[config.mk]
export PLATFORM = sky130hd
export DESIGN_NAME = kugelblitz_rx_frame_check
export DESIGN_NICKNAME = d
export VERILOG_FILES = /design/src/rtl/kugelblitz_rx_frame_check_pkg.sv /design/src/rtl/kugelblitz_keep_count.sv /design/src/rtl/kugelblitz_rx_frame_check.sv
export SDC_FILE = /design/constraint.sdc
export NUM_CORES = 1
export LEC_CHECK = 0
export CELL_PAD_IN_SITES_DETAIL_PLACEMENT = 1
export CELL_PAD_IN_SITES_GLOBAL_PLACEMENT = 2
export CORE_AREA = 5 5 503 505
export CTS_BUF_LIST = sky130_fd_sc_hd__clkbuf_8 sky130_fd_sc_hd__clkbuf_16
export DETAILED_ROUTE_END_ITERATION = 6
export DIE_AREA = 0 0 508 510
export GPL_TIMING_DRIVEN = 1
export PLACE_DENSITY_LB_ADDON = 0.1
export SYNTH_ARGS = -nofsm -noshare
export SYNTH_HDL_FRONTEND = slang
export SYNTH_SLANG_ARGS = --single-unit
export TNS_END_PERCENT = 1
[constraint.sdc]
create_clock -name qsfp_rx_clk -period 4.1 [get_ports qsfp_rx_clk]
set_input_delay 0.82 -clock qsfp_rx_clk [delete_from_list [all_inputs] [get_ports qsfp_rx_clk]]
set_output_delay 0.82 -clock qsfp_rx_clk [all_outputs]
set_load 0.01 [all_outputs]
[src/rtl/kugelblitz_rx_frame_check_pkg.sv]
// Shared types and constants for the kugelblitz RX frame checker and its helpers.
// State encodings, counter widths and the tuser error bit position live here.
package kugelblitz_rx_frame_check_pkg;

    typedef enum logic [1:0] {
        KB_RX_IDLE = 2'd0,
        KB_RX_PASS = 2'd1,
        KB_RX_DROP = 2'd2
    } kb_rx_state_e;

    localparam int KB_CNT_WIDTH      = 16;
    localparam int KB_STAT_WIDTH     = 32;
    localparam int KB_TUSER_ERR      = 0;
    localparam int KB_KEEP_CNT_WIDTH = 7;

    // Saturating frame byte counter update.
    function automatic logic [KB_CNT_WIDTH-1:0] kb_sat_add(
        input logic [KB_CNT_WIDTH-1:0]      a,
        input logic [KB_KEEP_CNT_WIDTH-1:0] b
    );
        logic [KB_CNT_WIDTH:0] s;
        s = {1'b0, a} + {{(KB_CNT_WIDTH-KB_KEEP_CNT_WIDTH+1){1'b0}}, b};
        return s[KB_CNT_WIDTH] ? {KB_CNT_WIDTH{1'b1}} : s[KB_CNT_WIDTH-1:0];
    endfunction

endpackage

[src/rtl/kugelblitz_keep_count.sv]
// Purpose: popcount of a tkeep vector (number of valid bytes in a beat).
// Latency: purely combinational, zero cycles.
// Backpressure: none, no handshake involved.
module kugelblitz_keep_count
    import kugelblitz_rx_frame_check_pkg::*;
#(
    parameter int KEEP_WIDTH = 64
) (
    input  logic [KEEP_WIDTH-1:0]        keep,
    output logic [KB_KEEP_CNT_WIDTH-1:0] count
);

    always_comb begin
        count = '0;
        for (int i = 0; i < KEEP_WIDTH; i++) begin
            count = count + KB_KEEP_CNT_WIDTH'(keep[i]);
        end
    end

endmodule

[src/rtl/kugelblitz_rx_frame_check.sv]
// Purpose: RX frame check - zero unused bytes, drop runts, truncate oversize, flag FCS errors.
// Latency: one cycle, single registered output stage, full throughput.
// Backpressure: s_axis_tready = !m_axis_tvalid || m_axis_tready; stats via KUGELBLITZ_RX_STATS_EN.
module kugelblitz_rx_frame_check
    import kugelblitz_rx_frame_check_pkg::*;
#(
    parameter int DATA_WIDTH    = 512,
    parameter int KEEP_WIDTH    = 64,
    parameter int USER_WIDTH    = 1,
    parameter int MIN_FRAME_LEN = 60,
    parameter int MAX_FRAME_LEN = 9600
) (
    input  logic                     qsfp_rx_clk,
    input  logic                     qsfp_rx_rst_n,
    input  logic [DATA_WIDTH-1:0]    s_axis_tdata,
    input  logic [KEEP_WIDTH-1:0]    s_axis_tkeep,
    input  logic                     s_axis_tvalid,
    output logic                     s_axis_tready,
    input  logic                     s_axis_tlast,
    input  logic [USER_WIDTH-1:0]    s_axis_tuser,
    output logic [DATA_WIDTH-1:0]    m_axis_tdata,
    output logic [KEEP_WIDTH-1:0]    m_axis_tkeep,
    output logic                     m_axis_tvalid,
    input  logic                     m_axis_tready,
    output logic                     m_axis_tlast,
    output logic [USER_WIDTH-1:0]    m_axis_tuser,
    output logic [KB_STAT_WIDTH-1:0] stat_rx_frames,
    output logic [KB_STAT_WIDTH-1:0] stat_rx_runt,
    output logic [KB_STAT_WIDTH-1:0] stat_rx_oversize,
    output logic [KB_STAT_WIDTH-1:0] stat_rx_fcs_err
);

    if (DATA_WIDTH != 512 || KEEP_WIDTH * 8 != DATA_WIDTH) begin : g_bad_width
        $error("kugelblitz_rx_frame_check: only DATA_WIDTH=512 with KEEP_WIDTH=64 is supported");
    end
    if (MIN_FRAME_LEN < 1 || MIN_FRAME_LEN > KEEP_WIDTH) begin : g_bad_min
        $error("kugelblitz_rx_frame_check: MIN_FRAME_LEN out of range");
    end
    if (MAX_FRAME_LEN < MIN_FRAME_LEN || MAX_FRAME_LEN > 65534) begin : g_bad_max
        $error("kugelblitz_rx_frame_check: MAX_FRAME_LEN out of range");
    end

    localparam logic [KB_CNT_WIDTH-1:0] MIN_LEN = KB_CNT_WIDTH'(MIN_FRAME_LEN);
    localparam logic [KB_CNT_WIDTH-1:0] MAX_LEN = KB_CNT_WIDTH'(MAX_FRAME_LEN);

    kb_rx_state_e                 state_q, state_d;
    logic [KB_CNT_WIDTH-1:0]      cnt_q;
    logic [KB_CNT_WIDTH-1:0]      run_cnt;
    logic [KB_KEEP_CNT_WIDTH-1:0] beat_bytes;
    logic                         accept;
    logic                         is_runt;
    logic                         is_over;
    logic                         fwd, fwd_last, fwd_err;
    logic                         runt_inc, over_inc, fcs_inc, frame_inc;
    logic [USER_WIDTH-1:0]        user_d;
    logic [DATA_WIDTH-1:0]        data_masked;

    kugelblitz_keep_count #(
        .KEEP_WIDTH (KEEP_WIDTH)
    ) u_keep_count (
        .keep  (s_axis_tkeep),
        .count (beat_bytes)
    );

    assign s_axis_tready = !m_axis_tvalid || m_axis_tready;
    assign accept        = s_axis_tvalid && s_axis_tready;
    assign run_cnt       = kb_sat_add(cnt_q, beat_bytes);
    assign is_runt       = s_axis_tlast &&
                           ({{(KB_CNT_WIDTH-KB_KEEP_CNT_WIDTH){1'b0}}, beat_bytes} < MIN_LEN);
    assign is_over       = run_cnt > MAX_LEN;

    always_comb begin
        data_masked = '0;
        for (int i = 0; i < KEEP_WIDTH; i++) begin
            data_masked[i*8 +: 8] = s_axis_tdata[i*8 +: 8] & {8{s_axis_tkeep[i]}};
        end
    end

    always_comb begin
        state_d   = state_q;
        fwd       = 1'b0;
        fwd_last  = 1'b0;
        fwd_err   = 1'b0;
        runt_inc  = 1'b0;
        over_inc  = 1'b0;
        fcs_inc   = 1'b0;
        frame_inc = 1'b0;
        if (accept) begin
            case (state_q)
                KB_RX_IDLE, KB_RX_PASS: begin
                    if (state_q == KB_RX_IDLE && is_runt) begin
                        runt_inc = 1'b1;
                    end else if (is_over) begin
                        // Truncate here; oversize wins over any FCS flag on this beat.
                        fwd       = 1'b1;
                        fwd_last  = 1'b1;
                        fwd_err   = 1'b1;
                        over_inc  = 1'b1;
                        frame_inc = 1'b1;
                        state_d   = s_axis_tlast ? KB_RX_IDLE : KB_RX_DROP;
                    end else begin
                        fwd      = 1'b1;
                        fwd_last = s_axis_tlast;
                        if (s_axis_tlast) begin
                            frame_inc = 1'b1;
                            fcs_inc   = s_axis_tuser[KB_TUSER_ERR];
                            state_d   = KB_RX_IDLE;
                        end else begin
                            state_d = KB_RX_PASS;
                        end
                    end
                end
                KB_RX_DROP: begin
                    if (s_axis_tlast) begin
                        state_d = KB_RX_IDLE;
                    end
                end
                default: state_d = KB_RX_IDLE;
            endcase
        end
    end

    always_comb begin
        user_d = s_axis_tuser;
        if (fwd_err) begin
            user_d[KB_TUSER_ERR] = 1'b1;
        end
    end

    always_ff @(posedge qsfp_rx_clk or negedge qsfp_rx_rst_n) begin
        if (!qsfp_rx_rst_n) begin
            state_q <= KB_RX_IDLE;
            cnt_q   <= '0;
        end else begin
            state_q <= state_d;
            if (accept) begin
                cnt_q <= s_axis_tlast ? '0 : run_cnt;
            end
        end
    end

    always_ff @(posedge qsfp_rx_clk or negedge qsfp_rx_rst_n) begin
        if (!qsfp_rx_rst_n) begin
            m_axis_tvalid <= 1'b0;
            m_axis_tdata  <= '0;
            m_axis_tkeep  <= '0;
            m_axis_tlast  <= 1'b0;
            m_axis_tuser  <= '0;
        end else if (s_axis_tready) begin
            m_axis_tvalid <= fwd;
            if (fwd) begin
                m_axis_tdata <= data_masked;
                m_axis_tkeep <= s_axis_tkeep;
                m_axis_tlast <= fwd_last;
                m_axis_tuser <= user_d;
            end
        end
    end

`ifdef KUGELBLITZ_RX_STATS_EN
    logic [KB_STAT_WIDTH-1:0] frames_q, runt_q, over_q, fcs_q;

    always_ff @(posedge qsfp_rx_clk or negedge qsfp_rx_rst_n) begin
        if (!qsfp_rx_rst_n) begin
            frames_q <= '0;
            runt_q   <= '0;
            over_q   <= '0;
            fcs_q    <= '0;
        end else begin
            if (frame_inc) frames_q <= frames_q + 32'd1;
            if (runt_inc)  runt_q   <= runt_q + 32'd1;
            if (over_inc)  over_q   <= over_q + 32'd1;
            if (fcs_inc)   fcs_q    <= fcs_q + 32'd1;
        end
    end

    assign stat_rx_frames   = frames_q;
    assign stat_rx_runt     = runt_q;
    assign stat_rx_oversize = over_q;
    assign stat_rx_fcs_err  = fcs_q;
`else
    logic stats_unused;
    assign stats_unused     = ^{frame_inc, runt_inc, over_inc, fcs_inc};
    assign stat_rx_frames   = '0;
    assign stat_rx_runt     = '0;
    assign stat_rx_oversize = '0;
    assign stat_rx_fcs_err  = '0;
`endif

endmodule

==> results of run 1 <==
kinds of logic (layout without fill, tap and decap cells):
family	count (synthesis)	after routing	synth area share
fa+ha+maj	78	78	0.04778
simple gates	595	595	0.08001
compound gates	1093	1093	0.2369
mux	66	66	0.02948
other cells	1	159	0.0001290
flops	597	597	0.5139
xor+xnor	9	9	0.002712
buf+inv	531	1696	0.08905
repair_timing:
| item | 4_1_cts | 5_1_grt |
|---|---|---|
| buffers inserted | 5 | 3 |
| cloned | 0 | 0 |
| gates resized for setup | 119 | 87 |
| pin swaps | 48 | 62 |
| endpoints found under the setup margin | 597 | 597 |
sequential cells by signal, indices dropped and copies added (netlist names):
| register | count |
|---|---|
| cnt_q | 16 |
| m_axis_tdata | 512 |
| m_axis_tkeep | 64 |
| m_axis_tlast | 1 |
| m_axis_tuser | 1 |
| m_axis_tvalid | 1 |
| state_q | 2 |
layer usage:
metal  global-route usage  wire length [um]
met1               0.1690             78950
met2               0.2478             95780
met3              0.06034             18300
met4              0.05003              5681
met5                    0               541
layout make-up:
type	count	area, um^2	area share
clock inverter	56	503.0	0.01013
sequential	597	14940	0.3010
inverter	97	375.4	0.007563
clock buffer	118	2694	0.05427
timing repair buffer	1425	14550	0.2932
antenna	31	77.57	0.001563
multi-input combinational	1969	12330	0.2484
tap	3330	4167	0.08394
synth_stat cells (3+ instances only):
master	instances	area, um^2
nand2_1	531	1993
a31oi_1	5	31.28
mux2_4	31	465.5
o21ai_0	528	2643
nand4_1	3	18.77
mux2_1	7	78.83
nor3_1	4	20.02
xnor2_1	3	26.28
o31ai_1	514	3859
nand3_1	7	35.03
buf_4	129	968.4
a21o_1	3	22.52
or3_1	3	18.77
buf_6	5	56.30
o22a_1	4	35.03
and3_1	3	18.77
nor2b_1	3	18.77
a21oi_1	13	65.06
clkbuf_1	216	810.8
inv_1	97	364.1
o211ai_1	4	30.03
nor2_1	25	93.84
buf_2	59	295.3
fa_1	55	1101
and2_1	3	18.77
xor2_1	6	52.55
ha_1	23	287.8
dfrtp_1	597	14940
mux2_2	26	292.8
buf_1	25	93.84
nand2b_1	4	25.02
through the flow:
stage / TNS [ps] / cells / total power, W / hold slack, ps / util
2_1_floorplan: -2068730 / 3097 / 0.03218 / 442.8 / -
3_3_place_gp: -2809030 / 7413 / 0.05430 / 470.3 / 0.1856
3_5_place_dp: -2834590 / 7413 / 0.05332 / 473.8 / 0.1856
4_1_cts: -2120190 / 7592 / 0.06300 / 77.43 / 0.1992
5_1_grt: -2106570 / 7608 / 0.06687 / 96.18 / 0.2002
6_report: -1960050 / 7623 / 0.06301 / 89.78 / 0.2003
power breakdown:
group	leakage (nW)	internal [W]	switching, W
combinational	10.8	0.0204	0.0246
clock	1.68	0.00501	0.00346
sequential	7.73	0.00827	0.00124
path summary, 6_finish.rpt:
path,start,endpoint,depth (start not counted)
worst max-delay path,s_axis_tkeep[54],m_axis_tlast,30
worst min-delay path,qsfp_rx_rst_n,m_axis_tdata[142],1
worst max register to register,cnt_q[0],m_axis_tlast,11
worst min register to register,m_axis_tdata[320],m_axis_tdata[320],2
max in group asynchronous,qsfp_rx_rst_n,m_axis_tdata[60],3
min in group qsfp_rx_clk,m_axis_tdata[320],m_axis_tdata[320],2
critical path: cells and delay by family:
| kind | cells | cell delay, ps |
|---|---|---|
| buf+inv | 6 | 610 |
| fa+ha+maj | 11 | 5170 |
| simple gates | 4 | 400 |
| compound gates | 9 | 1850 |
==> results.tsv, run 1 <==
metric	value	unit
WP data arrival	8870	ps
Port Buffers	1161	
Power Dens Cells	1270	nW/um^2
drt first pass iters	5	
Largest stage delay, worst path	670	ps
Die Width	508	um
num ports	1290	
routability cong.	0.7838	
critical path startpoint category	primary input	
Post-Route WL	199.3	mm
number of flops mapped to enable cells by yosys	0	
CTS Sinks	597	
share of cells above drive strength 1	0.1314	
Routed WL per cell	26.14	um
Post-synth ARST share	1.000	
Final Cell Area	49630	um^2
Max Cap Viol	0	
pre-CTS setup slack	-5609	ps
drc violations	0	
mapped cell area	29070	um^2
Worst-path clk slew	60	ps
Synth Instances	2970	
DRT iter0 DRCs	1400	
most common cell after layout, fill and taps aside	clkdlybuf4s50_1	
Fill cells	28398	
via count	27320	
Critical Path Fanout Max	5	
NumNets Final	4844	
max-slew violations	0	
Top FF cell, synth	dfrtp_1	
DP HPWL	158.7	mm
CTS buffer count	94	
Syn Area/Cell	9.788	um^2
outcome	finished, violations left	
antenna-violating nets left	0	
Clock Path Buffers	3	
core area	247700	um^2
# H-tree levels	3	
synth warn	0	
vias in the first global route	29765	
Vias/cell	3.584	
Clock Latency Late Sink	730	ps
Seq cells post-synth	597	
RSZ-0062 raised after global routing	yes	
register area share after synthesis	0.5139	
die area	259100	um^2
peak supply drop	0.001797	V
most frequent cells in the layout	clkdlybuf4s50_1, dfrtp_1, nand2_1	
fin worst setup slack	-4164	ps
Starting Density	0.1173	
FP Rows	183	
initial antenna violation count	99	
Post-CTS Hold Buffers	0	
failing checks	setup timing	
r2r setup slk	930	ps
pin count of the biggest net entering global routing	125	
WS Path Type	primary input to flop	
Final Hold Viols	0	
GR Util All Layers	0.1473	
Worst Setup End Kind	flop	
clock root buffer	clkbuf_16	
Final Cycle Share	2.016	
Chip Height	510	um
first-pass GRT wire length	266.0	mm
required time of the critical path	4710	ps
fmax	121.0	MHz
Hold WC Path Type	primary input to async pin	
Post-DP Area	45990	um^2
Relative slew margins	0.3516	
Setup-failing EPs final	597	
post-route minimum period	8264	ps
Tightest Pin Transition	972.5	ps
grt ovf	0	
CTS tree	done	
Pleak	20.21	nW
slowest CP cell	fa_2	
Layout Skew	51.67	ps
unique cell type count in the Yosys netlist	55	
Synth-to-Final Area Change	70.74	%
Power figures use the tool's default switching activity.
==> inputs of run 2 (changes only) <==
--- a/config.mk
+++ b/config.mk
@@ -13,6 +13,8 @@
 export DIE_AREA = 0 0 508 510
 export GPL_TIMING_DRIVEN = 1
 export PLACE_DENSITY_LB_ADDON = 0.1
+export REMOVE_ABC_BUFFERS = 1
+export SLEW_MARGIN = 20
 export SYNTH_ARGS = -nofsm -noshare
 export SYNTH_HDL_FRONTEND = slang
 export SYNTH_SLANG_ARGS = --single-unit
==> constraint.sdc (replaced) <==
create_clock -name qsfp_rx_clk -period 4.1 [get_ports qsfp_rx_clk]
set_input_delay 0.82 -clock qsfp_rx_clk [delete_from_list [all_inputs] [get_ports qsfp_rx_clk]]
set_output_delay 0.82 -clock qsfp_rx_clk [all_outputs]
set_load 0.1 [all_outputs]
==> run 2 against run 1 <==
The run still ends with setup timing left. Non-clock buffer count down 25. Core utilization is 0.26 points lower. Register-to-register slack better by 30 ps. Fmax is 0.78% lower. First-iteration DRC count down 4.4%. Critical path depth is 2 lower. Via count shrank 0.15%. Design area is 1.3% lower. Die area is the same. Hold slack lost 6.9 ps. Clock skew fell by 17 ps. Sequential cell count did not move.
==> results.tsv, run 2 (same netlist as run 1, synthesis figures left out) <==
metric	value	unit	change
CTS buffer count	94		unchanged
Worst Setup End Kind	flop		
failing checks	setup timing		
die area	259100	um^2	unchanged
Hold WC Path Type	primary input to async pin		
WS Path Type	primary input to flop		
FP Rows	183		unchanged
most common cell after layout, fill and taps aside	clkdlybuf4s50_1		
most used cell, CP	fa_1		
pre-CTS setup slack	-5959	ps	-349.6 ps
global routing met2 resource utilization	0.2430		-0.004888
num ports	1290		unchanged
most frequent cells in the layout	clkdlybuf4s50_1, dfrtp_1, nand2_1		
Largest stage delay, worst path	570	ps	-100 ps
CTS tree	done		
Relative slew margins	0.1891		-0.1625
cells on worst reg2reg path	12		+1
routability cong.	0.7528		-4.0%
Starting Density	0.1173		unchanged
Finished Core Util	0.1977		-0.002636
pin count of the biggest net entering global routing	138		+10%
global route hottest layer	met2		
Clock Path Buffers	3		unchanged
# H-tree levels	3		unchanged
Worst-path clk slew	60	ps	about the same
via count	27280		-0.15%
Chip Height	510	um	unchanged
Vias/cell	3.602		+0.51%
largest reg by FF count	m_axis_tdata		
r2r setup slk	960	ps	+30 ps
reg-to-reg startpoint	cnt_q[0]		
fmax	120.1	MHz	-0.78%
outcome	finished, violations left		
setup TNS	-2028700	ps	-68,650 ps
Final Hold Viols	0		unchanged
max-slew violations	0		unchanged
grt ovf	0		unchanged
Buf/Inv on CP	4		-2
largest registers	m_axis_tdata (512), m_axis_tkeep (64), cnt_q (16)		
required time of the critical path	4670	ps	-40 ps
Critical Path Fanout Max	4		-1
placed instance count	7386		-0.36%
DRT iter0 DRCs	1338		-4.4%
Layout Skew	34.72	ps	-16.95 ps
DP HPWL	151.0	mm	-4.8%
NumNets Final	4819		-0.52%
core area	247700	um^2	unchanged
Post-Route WL	191.9	mm	-3.7%
share of cells above drive strength 1	0.1211		-0.01030
slowest CP cell	fa_2		
Die Width	508	um	unchanged
Final Cycle Share	2.032		+0.01583
Max Cap Viol	0		unchanged
met3 GRT Util	0.06954		+0.009197
clock root buffer	clkbuf_16		
Crit path max-delay family	adder cells		
drc violations	0		unchanged
RSZ-0062 raised after global routing	yes		
Port Buffers	1161		unchanged
fin worst setup slack	-4229	ps	-64.91 ps
antenna-violating nets left	0		unchanged
Synth-to-Final Area Change	68.49	%	
WP data arrival	8900	ps	+30 ps
post-route minimum period	8329	ps	+64.91 ps
vias in the first global route	29679		-0.29%
first-pass GRT wire length	259.3	mm	-2.5%
initial antenna violation count	100		+1.0%
Setup-failing EPs final	597		unchanged
Tightest Pin Transition	1213	ps	+240.0 ps
Final Non-Filler Cells	7573		-0.66%
critical path startpoint category	primary input		
CTS Sinks	597		unchanged
GR met1 Demand/Resource	0.1593		-0.009745
max reg flops	512		unchanged
Clock Latency Late Sink	700	ps	-30 ps
r2r endpoint	m_axis_tlast		
drt first pass iters	5		unchanged
GR Util All Layers	0.1418		-0.005461
Routed WL per cell	25.34	um	-3.1%
## run 2: cell types whose count changed in the layout (fill, tap and decap cells not counted), moves of 14 or more
cell | previous run | this run
diode_2 | 31 | 15
o21ai_1 | 32 | 91
dlygate4sd2_1 | 4 | 18
buf_12 | 69 | 54
clkdlybuf4s50_1 | 1129 | 1111
o21ai_0 | 495 | 436
inv_1 | 103 | 117
## run 2: layout make-up
class | count | area, um^2
Antenna cell | 15 | 37.54
Multi-Input combinational cell | 1969 | 12270
Clock inverter | 49 | 380.4
Fill cell | 28497 | 198800
Tap cell | 3330 | 4167
Clock buffer | 116 | 2655
Timing Repair Buffer | 1400 | 14170
Inverter | 97 | 364.1
Sequential cell | 597 | 14940
## run 2: worst max-delay path by stage
stage / end / startpoint / cells past startpoint
finish: m_axis_tlast / s_axis_tkeep[1] / 28
global route: m_axis_tlast / s_axis_tkeep[1] / 28
CTS: m_axis_tlast / s_axis_tkeep[1] / 28
detailed placement: state_q[1] / s_axis_tkeep[1] / 29
global placement: state_q[1] / s_axis_tkeep[1] / 29
floorplan: m_axis_tkeep[34] / s_axis_tkeep[0] / 20
## run 2: stage by stage
stage	hold slack, ps	cell area (um^2)
floorplan	445.3	27320
global placement	467.2	45530
detailed placement	478.4	45500
CTS	75.29	48930
global route	78.45	48950
finish	82.86	48980
## run 2: repair_timing
| item | 4_1_cts | 5_1_grt |
|---|---|---|
| hold buffers | 0 | 0 |
| endpoints found under the setup margin | 597 | 597 |
| pin swaps | 62 | 31 |
| setup buffers | 7 | 1 |
| resized for setup | 223 | 13 |
| endpoints found under the hold margin | 0 | 0 |
## run 2: layer usage
layer  routed length, um  vias to the layer above
met5                 644                        -
met4                3833                      104
met3               20780                      293
met2               92260                      994
met1               74370                    13309
li1                    -                    12580
## run 2: worst register-to-register path, stage by stage (launching register included)
cell and delay, ps:
dfrtp_1 380, ha_1 230, fa_1 400, a211oi_2 240, buf_4 160, nor2_1 50
xor2_1 150, nor4_1 240, buf_4 170, nand4_1 90, a221o_1 400, a221o_1 340
o22a_1 180
Power of run 2 is left out: the tool's default activity adds up to more than one toggle a clock period on the data nets, which glitch-free logic cannot reach.
